File: src/rtl/seq_detect_ctrl.sv
// seq_detect_ctrl: programmable 1-8 bit serial pattern detector with saturating match counter
module seq_detect_ctrl #(
    parameter int SYNC_STAGES = 2,
    parameter int CNT_W       = 5
) (
    input  logic       clk,
    input  logic       rst_n,
    input  logic       ena,
    input  logic [7:0] ui_in,
    input  logic [7:0] uio_in,
    output logic [7:0] uo_out,
    output logic [7:0] uio_out,
    output logic [7:0] uio_oe
);
    typedef enum logic {IDLE, RUN} state_t;
    state_t state, state_n;
    logic [SYNC_STAGES*8-1:0] ui_sr, uio_sr;
    logic [7:0] ui_s, uio_s, pattern, pattern_n, hist, hist_n, hist_sh, mask;
    logic [8:0] mask9;
    logic [2:0] ui_d;
    logic [3:0] len, len_n, fill, fill_n, fill_inc;
    logic [CNT_W-1:0] count, count_n;
    logic match, load, clr, consume, hit, sat, unused;
    assign ui_s     = ui_sr[SYNC_STAGES*8-1 -: 8];
    assign uio_s    = uio_sr[SYNC_STAGES*8-1 -: 8];
    assign load     = ui_s[2] & ~ui_d[1];
    assign clr      = ui_s[7] & ~ui_d[2];
    assign consume  = (state == RUN) & ui_s[1] & ~ui_d[0] & ~load;
    assign hist_sh  = {hist[6:0], ui_s[0]};
    assign fill_inc = (fill == 4'd8) ? fill : fill + 4'd1;
    assign mask9    = (9'd1 << len) - 9'd1;
    assign mask     = mask9[7:0];
    assign hit      = consume & (fill_inc >= len) & ((hist_sh & mask) == (pattern & mask));
    assign sat      = &count;
    assign unused   = ena;
    always_comb begin
        state_n   = load ? RUN : state;
        pattern_n = load ? uio_s : pattern;
        len_n     = load ? {1'b0, ui_s[6:4]} + 4'd1 : len;
        hist_n    = load ? 8'd0 : consume ? hist_sh : hist;
        fill_n    = load ? 4'd0 : consume ? ((hit & ~ui_s[3]) ? 4'd0 : fill_inc) : fill;
        count_n   = clr ? '0 : (hit & ~sat) ? count + CNT_W'(1) : count;
    end
    always_ff @(posedge clk) begin
        if (!rst_n) begin
            state   <= IDLE;
            ui_sr   <= '0;
            uio_sr  <= '0;
            ui_d    <= '0;
            pattern <= '0;
            len     <= 4'd1;
            hist    <= '0;
            fill    <= '0;
            count   <= '0;
            match   <= 1'b0;
        end else begin
            state   <= state_n;
            ui_sr   <= {ui_sr[SYNC_STAGES*8-9:0], ui_in};
            uio_sr  <= {uio_sr[SYNC_STAGES*8-9:0], uio_in};
            ui_d    <= {ui_s[7], ui_s[2], ui_s[1]};
            pattern <= pattern_n;
            len     <= len_n;
            hist    <= hist_n;
            fill    <= fill_n;
            count   <= count_n;
            match   <= hit;
        end
    end
    assign uo_out  = {count, sat, state == RUN, match};
    assign uio_out = 8'd0;
    assign uio_oe  = 8'd0;
endmodule
File: config.mk
export PLATFORM = sky130hd
export DESIGN_NAME = seq_detect_ctrl
export DESIGN_NICKNAME = d
export VERILOG_FILES = /design/src/rtl/seq_detect_ctrl.sv
export SDC_FILE = /design/constraint.sdc
export NUM_CORES = 1
export LEC_CHECK = 0
export ABC_AREA = 1
export CORE_AREA = 2 2 79 81
export DETAILED_ROUTE_END_ITERATION = 16
export DIE_AREA = 0 0 81 83
export PLACE_DENSITY = 0.78
export SLEW_MARGIN = 30
export SYNTH_ARGS = -nofsm -noshare
export SYNTH_HDL_FRONTEND = slang
export SYNTH_SLANG_ARGS = --single-unit
File: constraint.sdc
create_clock -name clk -period 2.1 [get_ports clk]
set_input_delay 0.21 -clock clk [delete_from_list [all_inputs] [get_ports clk]]
set_output_delay 0.21 -clock clk [all_outputs]
set_load 0.02 [all_outputs]
### Word-level counts from Yosys, hierarchy flattened

Index checks and enable logic that the tools add are counted.
W data, S select, Z words.

| word-level totals | value |
|---|---|
| word-level logic and storage cells | 41 |
| register bits after elaboration | 65 |
| bits of input ports | 19 |
| output and inout port bits | 24 |

| cells by class | value |
|---|---|
| shift-type cells | 1 |
| muxes and demuxes | 2 |
| reductions and logical operators | 3 |
| add/subtract/negate cells | 4 |
| bitwise operators | 18 |
| $lt $le $gt $ge | 1 |
| equality and inequality tests | 2 |

Operators with widths:

| operator | number |
|---|---|
| $and A8 B8 Y8 | 2 |
| $and A1 B1 Y1 | 9 |
| $eq A8 B8 Y1 | 1 |
| $mux W4 | 2 |
| $shl A1 B4 Y8 const A | 1 |
| $sub A8 B1 Y8 const B | 1 |
| $not A1 Y1 | 7 |
| $add A5 B1 Y5 const B | 1 |
| $reduce_and A5 Y1 | 1 |
| $add A3 B1 Y4 const B | 1 |
| $add A4 B1 Y4 const B | 1 |
| $eq A4 B4 Y1 const B | 1 |
| $ge A4 B4 Y1 | 1 |
| $reduce_or A2 Y1 | 2 |

### Longest topological paths before layout

Gate-level depths: netlist of the first run.

| depth | value |
|---|---|
| depth in word-level cells | 8 |
| mapped depth | 15 |
| mapped depth without buffers | 15 |

### Worst setup path after synthesis of the first run

Ideal clock, no wire load.

| timing | value |
|---|---|
| path kind | register to register |
| from | register fill[0] |
| to | register count[2] |
| cell stages (with the launch flop) | 15 |
| arrival | 1809 ps |
| path buffers | 0 |
| library setup time | 114 ps |
| required time | 1986 ps |
| clock period less this slack | 1923 ps |
| slack | 177 ps |
| path through | dfxtp_1 inv_1 ha_1 nand2_1 nor2_1 xor2_1 ha_1 o21bai_1 nand3_1 nand3_1 nand2_1 nor2_2 nand4_1 nand2_1 nor2_1 |

| between the ends | value |
|---|---|
| word-level cells in the longest chain between the ends | 6 |
| elaborated cells on any way between the ends | 7 |
| classes of those cells | add/sub: 1; order compare: 1; eq/ne: 1; mux: 1; bitwise: 3 |

RTL lines:

| element | line | RTL |
|---|---|---|
| from (decl) | 21 | `logic [3:0] len, len_n, fill, fill_n, fill_inc;` |
| from (signal assigned) | 64 | `fill <= fill_n;` |
| $add A4 B1 Y4 or $eq A4 B4 Y1 (tied branches) | 30 | `assign fill_inc = (fill == 4'd8) ? fill : fill + 4'd1;` |
| $mux W4 * | 30 |  |
| $ge A4 B4 Y1 * | 33 | `assign hit = consume & (fill_inc >= len) & ((hist_sh & mask) == (pattern & mask));` |
| $and A1 B1 Y1 * (2 in series) | 33 |  |
| $and A1 B1 Y1 * | 42 | `count_n = clr ? '0 : (hit & ~sat) ? count + CNT_W'(1) : count;` |
| to (signal assigned) | 65 | `count <= count_n;` |
| to (decl) | 22 | `logic [CNT_W-1:0] count, count_n;` |

Mark *: on every way between the ends. The rest lies on a longest branch, timed or not.
A chain may end at the register's enable or synchronous reset.

### Worst setup path after layout of the first run

| timing | value |
|---|---|
| from | register len[1] |
| to | register fill[3] |

| between the ends | value |
|---|---|
| word-level cells in the longest chain between the ends | 7 |
| elaborated cells on any way between the ends | 10 |
| classes of those cells | add/sub: 1; order compare: 1; eq/ne: 1; shift: 1; mux: 1; bitwise: 5 |

RTL lines:

| element | line | RTL |
|---|---|---|
| from (decl) | 21 |  |
| from (signal assigned) | 62 | `len <= len_n;` |
| $shl A1 B4 Y8 | 31 | `assign mask9 = (9'd1 << len) - 9'd1;` |
| $sub A8 B1 Y8 | 31 |  |
| $and A8 B8 Y8 | 33 |  |
| $eq A8 B8 Y1 | 33 |  |
| $and A1 B1 Y1 * | 33 |  |
| $and A1 B1 Y1 * | 41 | `fill_n = load ? 4'd0 : consume ? ((hit & ~ui_s[3]) ? 4'd0 : fill_inc) : fill;` |
| $mux W4 * | 41 |  |

Marked as above.

==> results of run 1 <==
cells in the mapped netlist:
master     n
a211oi_1   1
a21oi_1   21
a21oi_2    1
a31oi_1    1
and2_1     1
buf_4     19
clkbuf_1   8
clkinv_4   1
conb_1     1
dfxtp_1   65
ha_1      10
inv_1     70
inv_2      2
nand2_1   70
nand2_2    6
nand2_4    1
nand3_1   17
nand3_2    3
nand3_4    1
nand3b_1   1
nand4_1    6
nor2_1    24
nor2_2     4
nor2_4     3
nor3_1     1
o21ai_0   20
o21ai_1    1
o21ai_2    1
o21bai_1   1
o22ai_1    1
xnor2_1    2
xor2_1     4
placed cells by master, fill, tap and decap left out, drive strengths merged:
master,netlist,routed
o21bai,1,1
buf,19,7
nand4,6,6
nor3,1,1
a211oi,1,1
conb,1,16
nor2,31,31
dlygate4sd2,0,1
and2,1,1
bufinv,0,1
a31oi,1,1
inv,72,72
clkinvlp,0,2
ha,10,10
dfxtp,65,65
clkinv,1,4
clkdlybuf4s50,0,24
xnor2,2,2
nand3,21,21
clkbuf,8,10
xor2,4,4
nand3b,1,1
o22ai,1,1
nand2,77,77
a21oi,22,22
o21ai,22,22
flip-flops by register name, summed over array words and instances (netlist names):
signal / cells
count: 5
fill: 4
hist: 7
len: 4
match: 1
pattern: 8
state: 1
ui_d: 3
ui_sr: 16
uio_sr: 16
routing by layer:
metal	up-vias	track usage
met5	-	0
met4	0	0.0678
met3	10	0.0435
met2	46	0.266
met1	971	0.189
li1	1155	-
report_power, final:
group          leakage [nW]  switching, mW  total (mW)  internal [mW]
combinational          1.08          0.126       0.210         0.0848
sequential            0.534         0.0218        1.30           1.28
clock                0.0985          0.472        1.05          0.581
worst min-delay path by stage:
| stage | startpoint | to | slack (ns) | cells after the start |
|---|---|---|---|---|
| 2_1_floorplan | ui_in[0] | ui_sr[0]$_SDFF_PN0_ | 0.31 | 2 |
| 3_3_place_gp | uio_sr[2]$_SDFF_PN0_ | uio_sr[10]$_SDFF_PN0_ | 0.39 | 2 |
| 3_5_place_dp | uio_sr[5]$_SDFF_PN0_ | uio_sr[13]$_SDFF_PN0_ | 0.40 | 2 |
| 4_1_cts | uio_in[5] | uio_sr[5]$_SDFF_PN0_ | 0.38 | 3 |
| 5_1_grt | uio_in[5] | uio_sr[5]$_SDFF_PN0_ | 0.41 | 3 |
| 6_report | uio_in[5] | uio_sr[5]$_SDFF_PN0_ | 0.40 | 3 |
cells by family (layout without fill, tap and decap cells):
group / Yosys count / count (layout) / synth area share
and+or+nand+nor: 138 / 138 / 0.229
buffers and inverters: 100 / 121 / 0.159
DFF: 65 / 65 / 0.458
AOI/OAI and AO/OA: 48 / 48 / 0.0899
adders and majority gates: 10 / 10 / 0.0441
xor gates and xnor gates: 6 / 6 / 0.0185
other: 1 / 16 / 0.00132
through the flow:
| stage | power [mW] | hold WS, ns |
|---|---|---|
| 6_report | 2.56 | 0.398 |
| 3_5_place_dp | 1.52 | 0.396 |
| 4_1_cts | 2.58 | 0.382 |
| 3_3_place_gp | 1.51 | 0.393 |
| 5_1_grt | 2.68 | 0.407 |
| 2_1_floorplan | 1.48 | 0.308 |
area by class of cell:
type	instances	area [um2]
clock buffer	10	138
clock inverter	6	67.6
fill	511	2390
inverter	73	282
multi-input combinational	218	1230
sequential	65	1310
tap	75	93.8
timing repair buffer	32	305
tightest hold or removal path: stages:
cell,delay [ns]
clkdlybuf4s50_1,0.39
nand2_1,0.06
inv_1,0.03
what timing repair did:
item                       in CTS  in global routing
pin swaps                       0                 10
buffers inserted                0                  3
setup endpoints to repair       1                  9
gates resized for setup         1                 26
==> results.txt, run 1 <==
----------------------------------------------------
[Placed design]
  Post-detailed-placement half-perimeter wirelength ... 3540 um
  Last weighted congestion value of the routability-driven placer ... between 0.8 and 0.9
  Port-buffer cells ... 25
  Post-detailed-placement cell area ... 3100 um2
  Cell count after placement ... 460
  Setup Slack @ Placement ... 0.0732 ns

[Floorplanning]
  Die Outline Area ... 6720 um2
  Standard-cell row count ... 28
  Number of I/O pins ... between 40 and 50
  DIE HEIGHT ... 83 um
  Initial standard-cell utilization of the core ... 0.488
  Core area ... 5820 um2
  Die Wd ... approximately 80 um

[Run status]
  Status ... complete, no violations

[CTS]
  H-Tree Depth ... 3
  Root Buffer Master ... clkbuf_8
  Clock buffers created by TritonCTS ... 9
  Hold buffers post-CTS ... 0
  Later-pin clock latency in the skew report ... 0.34 ns
  Deepest clock path buffer count ... 2
  Post-CTS clock slew at the launch and capture registers of the worst setup and hold paths ... 0.07 ns
  Sinks on the clock net ... 65
  CTS tree ... built

[Critical path]
  Crit path from ... len[1]$_SDFFE_PN0P_
  Worst flop-to-flop path endpoint ... fill[3]$_SDFFE_PP0P_
  Category of cells accounting for the largest share of critical-path delay ... simple AND/OR/NAND/NOR gates
  Last element of the critical path ... fill[3]$_SDFFE_PP0P_
  Worst stage delay on the critical path ... 0.40 ns
  Required time of the critical path ... 2.32 ns
  Most frequent CP cell ... nor2_4
  Type of element launching the critical path ... flip-flop
  Crit path depth ... 12
  Critical path fanouts, max ... 7
  Capturing element type of the critical path ... flip-flop
  Reg-to-reg startpoint ... len[1]$_SDFFE_PN0P_
  Depth of the worst register-to-register path ... 12
  Arr. time, crit path ... 2.17 ns
  FF-to-FF setup slack ... 0.15 ns
  Category of the most critical setup path ... flip-flop to flip-flop
  Critical path, cell by cell ... nor2_4 -> nand2_4 -> ha_1 -> inv_1 -> nand3_1 -> nand2_2 -> nor2_2 -> nand3_2 -> nor2_4 -> nand3b_1 -> nand2_1 -> a21oi_2
  Cell type of the slowest stage on the worst timing path ... dfxtp_1
  Worst path bufs/invs ... 1

[Hold path]
  Class of the tightest hold or removal check ... input pin to flip-flop

[Yosys]
  Count of yosys warnings during synthesis ... 0
  Unique cell type count in the Yosys netlist ... 32
  Average cell area after synthesis ... 7.71 um2
  Area leader, netlist ... dfxtp_1
  Instance count of the mapped netlist ... 368
  Synth area leaders ... dfxtp_1, inv_1, nand2_1
  Portion of the post-synthesis area used by sequential elements ... 0.458
  Share of Yosys cell area claimed by the top area cell type ... 0.458
  #FFs+latches synth ... 65
  Summed instance area of the synthesized netlist ... 2840 um2

[STA]
  Smallest setup slack after layout ... between 0.1 and 0.15 ns
  Final Cycle Share ... 0.931
  Unrepaired setup endpoints after global routing ... true
  Max-slew violation count ... 0
  Count of endpoints failing hold in the final timing report ... 0
  Achievable frequency ... 512 MHz
  Sum of negative setup slack ... 0 ns
  Minimum clock period ... 1.95 ns
  Setup clock skew after layout ... ~0.010 ns
  Finish-stage setup viols ... 0

[Power]
  Worst-case vdd ir drop ... 0.558 mV
  Leakage Power ... 1.71 nW
  Cell Pwr Density ... approximately 750 nW/um2

[Detailed routing]
  Metal2 WL ... roughly 2500 um
  Count of vias placed by the detailed router ... 2182
  Detail Route Antenna Nets ... 0
  Drt first pass iters ... 4
  Via/cell ratio ... ~4.6
  Remaining routing DRC violations ... 0
  Wire length on met3 ... 194 um
  Number of design-rule violations left by the first detailed-router iteration ... between 70 and 80
  Routed wire length ... 4970 um
  Met1 layer wirelength in the final routing ... between 2000 and 2500 um
  Uppermost layer routed ... met4
  Post-detailed-route wirelength per cell ... 10.4 um

[Cells and area]
  Final core utilization ... 0.589
  Final design area excluding fillers ... between 3000 and 4000 um2
  Non-Filler Instances ... about 480
  Nets ... 428
  Antenna cells ... 0
  Proportion of layout cells with a drive suffix above 1 ... 0.156
  Syn-to-layout area delta ... 20.6%

[Global routing]
  Remaining Overflow, GRT ... 0
  Maximum number of pins on one net before global-route repair ... 47
  Via count of the first global-routing pass ... 1964
  Antenna violations before repair ... 0
  Total routing resource utilization after global routing ... 0.159
  First-pass GRT wire length ... approximately 8500 um

[Run]
  Max-cap violation count ... 0

----------------------------------------------------
Power figures use the tool's default switching activity.
==> inputs of run 2 (changes only) <==
--- a/config.mk
+++ b/config.mk
@@ -6,10 +6,10 @@
 export NUM_CORES = 1
 export LEC_CHECK = 0
 export ABC_AREA = 1
-export CORE_AREA = 2 2 79 81
+export CORE_AREA = 2 2 83 85
 export DETAILED_ROUTE_END_ITERATION = 16
-export DIE_AREA = 0 0 81 83
-export PLACE_DENSITY = 0.78
+export DIE_AREA = 0 0 85 87
+export PLACE_DENSITY = 0.72
 export SLEW_MARGIN = 30
 export SYNTH_ARGS = -nofsm -noshare
 export SYNTH_HDL_FRONTEND = slang
==> run 2 against run 1 <==
Combinational power about the same; routed wire length shrank 2.9%; sequential cell count unchanged; largest cell class unchanged; final cell count rose by 1.0%; global-route usage fell by 2.2 points; die area rose by 10%; fmax shrank 1.3%.
==> results.txt, run 2 (synthesis results as in run 1) <==
----------------------------------------------------
[Power]
  Worst-case vdd ir drop ... 0.550 mV
  Cell Pwr Density ... 754 nW/um2
  Total Power Consumption ... 2.57 mW
  Leakage Power ... 1.71 nW

[Hold path]
  Class of the tightest hold or removal check ... input pin to flip-flop

[Detailed routing]
  Via/cell ratio ... around 4.5
  Routed wire length ... 4830 um
  Count of vias placed by the detailed router ... 2181
  Remaining routing DRC violations ... 0
  Detail Route Antenna Nets ... 0
  Drt first pass iters ... 4
  Post-detailed-route wirelength per cell ... ~10 um
  Number of design-rule violations left by the first detailed-router iteration ... 83

[Floorplanning]
  Die Wd ... around 85 um
  Standard-cell row count ... 30
  Die Outline Area ... 7400 um2
  Initial standard-cell utilization of the core ... 0.432
  Core area ... 6570 um2
  Number of I/O pins ... 43
  DIE HEIGHT ... between 80 and 90 um

[Global routing]
  Total routing resource utilization after global routing ... 0.138
  Antenna violations before repair ... 0
  Maximum number of pins on one net before global-route repair ... 47
  Via count of the first global-routing pass ... 1933
  Remaining Overflow, GRT ... 0
  First-pass GRT wire length ... about 8000 um

[Placed design]
  Post-detailed-placement half-perimeter wirelength ... 3330 um
  Last weighted congestion value of the routability-driven placer ... 0.889
  Port-buffer cells ... 25
  Setup Slack @ Placement ... 0.0914 ns

[Critical path]
  Category of the most critical setup path ... flip-flop to flip-flop
  Worst flop-to-flop path endpoint ... fill[1]$_SDFFE_PP0P_
  FF-to-FF setup slack ... 0.12 ns
  Critical path fanouts, max ... 4
  Crit path from ... fill[0]$_SDFFE_PP0P_
  Depth of the worst register-to-register path ... 12
  Type of element launching the critical path ... flip-flop
  Arr. time, crit path ... 2.25 ns
  Last element of the critical path ... fill[1]$_SDFFE_PP0P_
  Capturing element type of the critical path ... flip-flop
  Required time of the critical path ... about 2.4 ns
  Reg-to-reg startpoint ... fill[0]$_SDFFE_PP0P_

[STA]
  Max-slew violation count ... 0
  Final Cycle Share ... 0.943
  Count of endpoints failing hold in the final timing report ... 0
  Setup clock skew after layout ... 0.00943 ns
  Minimum clock period ... around 2 ns
  Achievable frequency ... 505 MHz
  Final-layout worst hold slack ... 0.395 ns
  Smallest setup slack after layout ... around 0.12 ns
  Finish-stage setup viols ... 0

[CTS]
  Deepest clock path buffer count ... 2
  Sinks on the clock net ... 65
  CTS tree ... built
  Root Buffer Master ... clkbuf_8
  Post-CTS clock slew at the launch and capture registers of the worst setup and hold paths ... roughly 0.070 ns
  Later-pin clock latency in the skew report ... roughly 0.34 ns
  H-Tree Depth ... 3
  Clock buffers created by TritonCTS ... 9

[Cells and area]
  Syn-to-layout area delta ... 20.1%
  Proportion of layout cells with a drive suffix above 1 ... 0.163
  Largest registers in the final layout ... ui_sr (16), uio_sr (16), pattern (8)
  Commonest non-fill, non-tap cells in the layout ... inv_1, nand2_1, dfxtp_1
  Antenna cells ... 0
  Nets ... 428

[Run]
  Max-cap violation count ... 0

[Run status]
  Status ... complete, no violations

----------------------------------------------------
==> run 2: cell types whose count changed in the layout (fill, tap and decap cells not counted), moves of 2 or more <==
cell / delta
ha_4: -2
a21oi_2: +3
a21oi_1: -3
clkinvlp_4: -2
nand2_2: +2
==> run 2: layout make-up <==
type	count	area, um2
well taps	80	100
inverters	73	279
clock inverters	6	66.3
clock buffers	10	138
multi-input cells	218	1210
flip-flops and latches	65	1310
fillers	616	3160
repair buffers	32	305
==> run 2: repair_timing <==
action                     CTS  global route
setup buffers                0             3
setup endpoints to repair    1             9
gates resized for setup      1            26
hold buffers                 0             0
pin swaps                    0            12
==> run 2: through the flow <==
step,util,instance area [um2],cells,setup TNS (ns)
after global placement,0.472,3100,465,0
after global routing,0.519,3410,484,-0.0387
after floorplan,-,2900,383,0
final,0.519,3410,484,0
after CTS,0.503,3310,481,0
after detailed placement,0.472,3100,465,0
==> run 2: where the power goes <==
part           leakage (nW)  switching [mW]  internal [mW]  total, mW
Sequential            0.535          0.0209           1.28       1.30
Combinational          1.07           0.124         0.0836      0.207
Clock                 0.107           0.483          0.584       1.07
Total                  1.71           0.627           1.94       2.57
==> run 2: how the worst min path moves through the flow <==
stage / startpoint / endpoint / slack (ns) / depth (start not counted)
2_1_floorplan: ui_in[0] / ui_sr[0]$_SDFF_PN0_ / 0.31 / 2
3_3_place_gp: uio_sr[0]$_SDFF_PN0_ / uio_sr[8]$_SDFF_PN0_ / 0.39 / 2
3_5_place_dp: ui_sr[2]$_SDFF_PN0_ / ui_sr[10]$_SDFF_PN0_ / 0.40 / 2
4_1_cts: ui_in[7] / ui_sr[7]$_SDFF_PN0_ / 0.37 / 3
5_1_grt: ui_in[7] / ui_sr[7]$_SDFF_PN0_ / 0.38 / 3
6_report: ui_in[7] / ui_sr[7]$_SDFF_PN0_ / 0.40 / 3
==> run 2: metal layers <==
metal,wire [um],vias to the layer above,share of wire,GRT usage
met5,0,-,0,0
met4,78,0,0.016,0.0649
met3,226,7,0.047,0.0427
met2,2350,55,0.49,0.229
met1,2170,962,0.45,0.162
li1,-,1157,-,-
==> run 2: worst max-delay path, stage by stage, from the launching register on <==
cell and delay, ns:
dfxtp_4 0.36, inv_2 0.06, ha_4 0.12, nand2_2 0.06, nor2_4 0.15, xor2_2 0.20, ha_2 0.30, nand4_1 0.08
nand3_2 0.09, buf_6 0.14, nand3b_1 0.14, nand2_1 0.09, a21oi_2 0.13
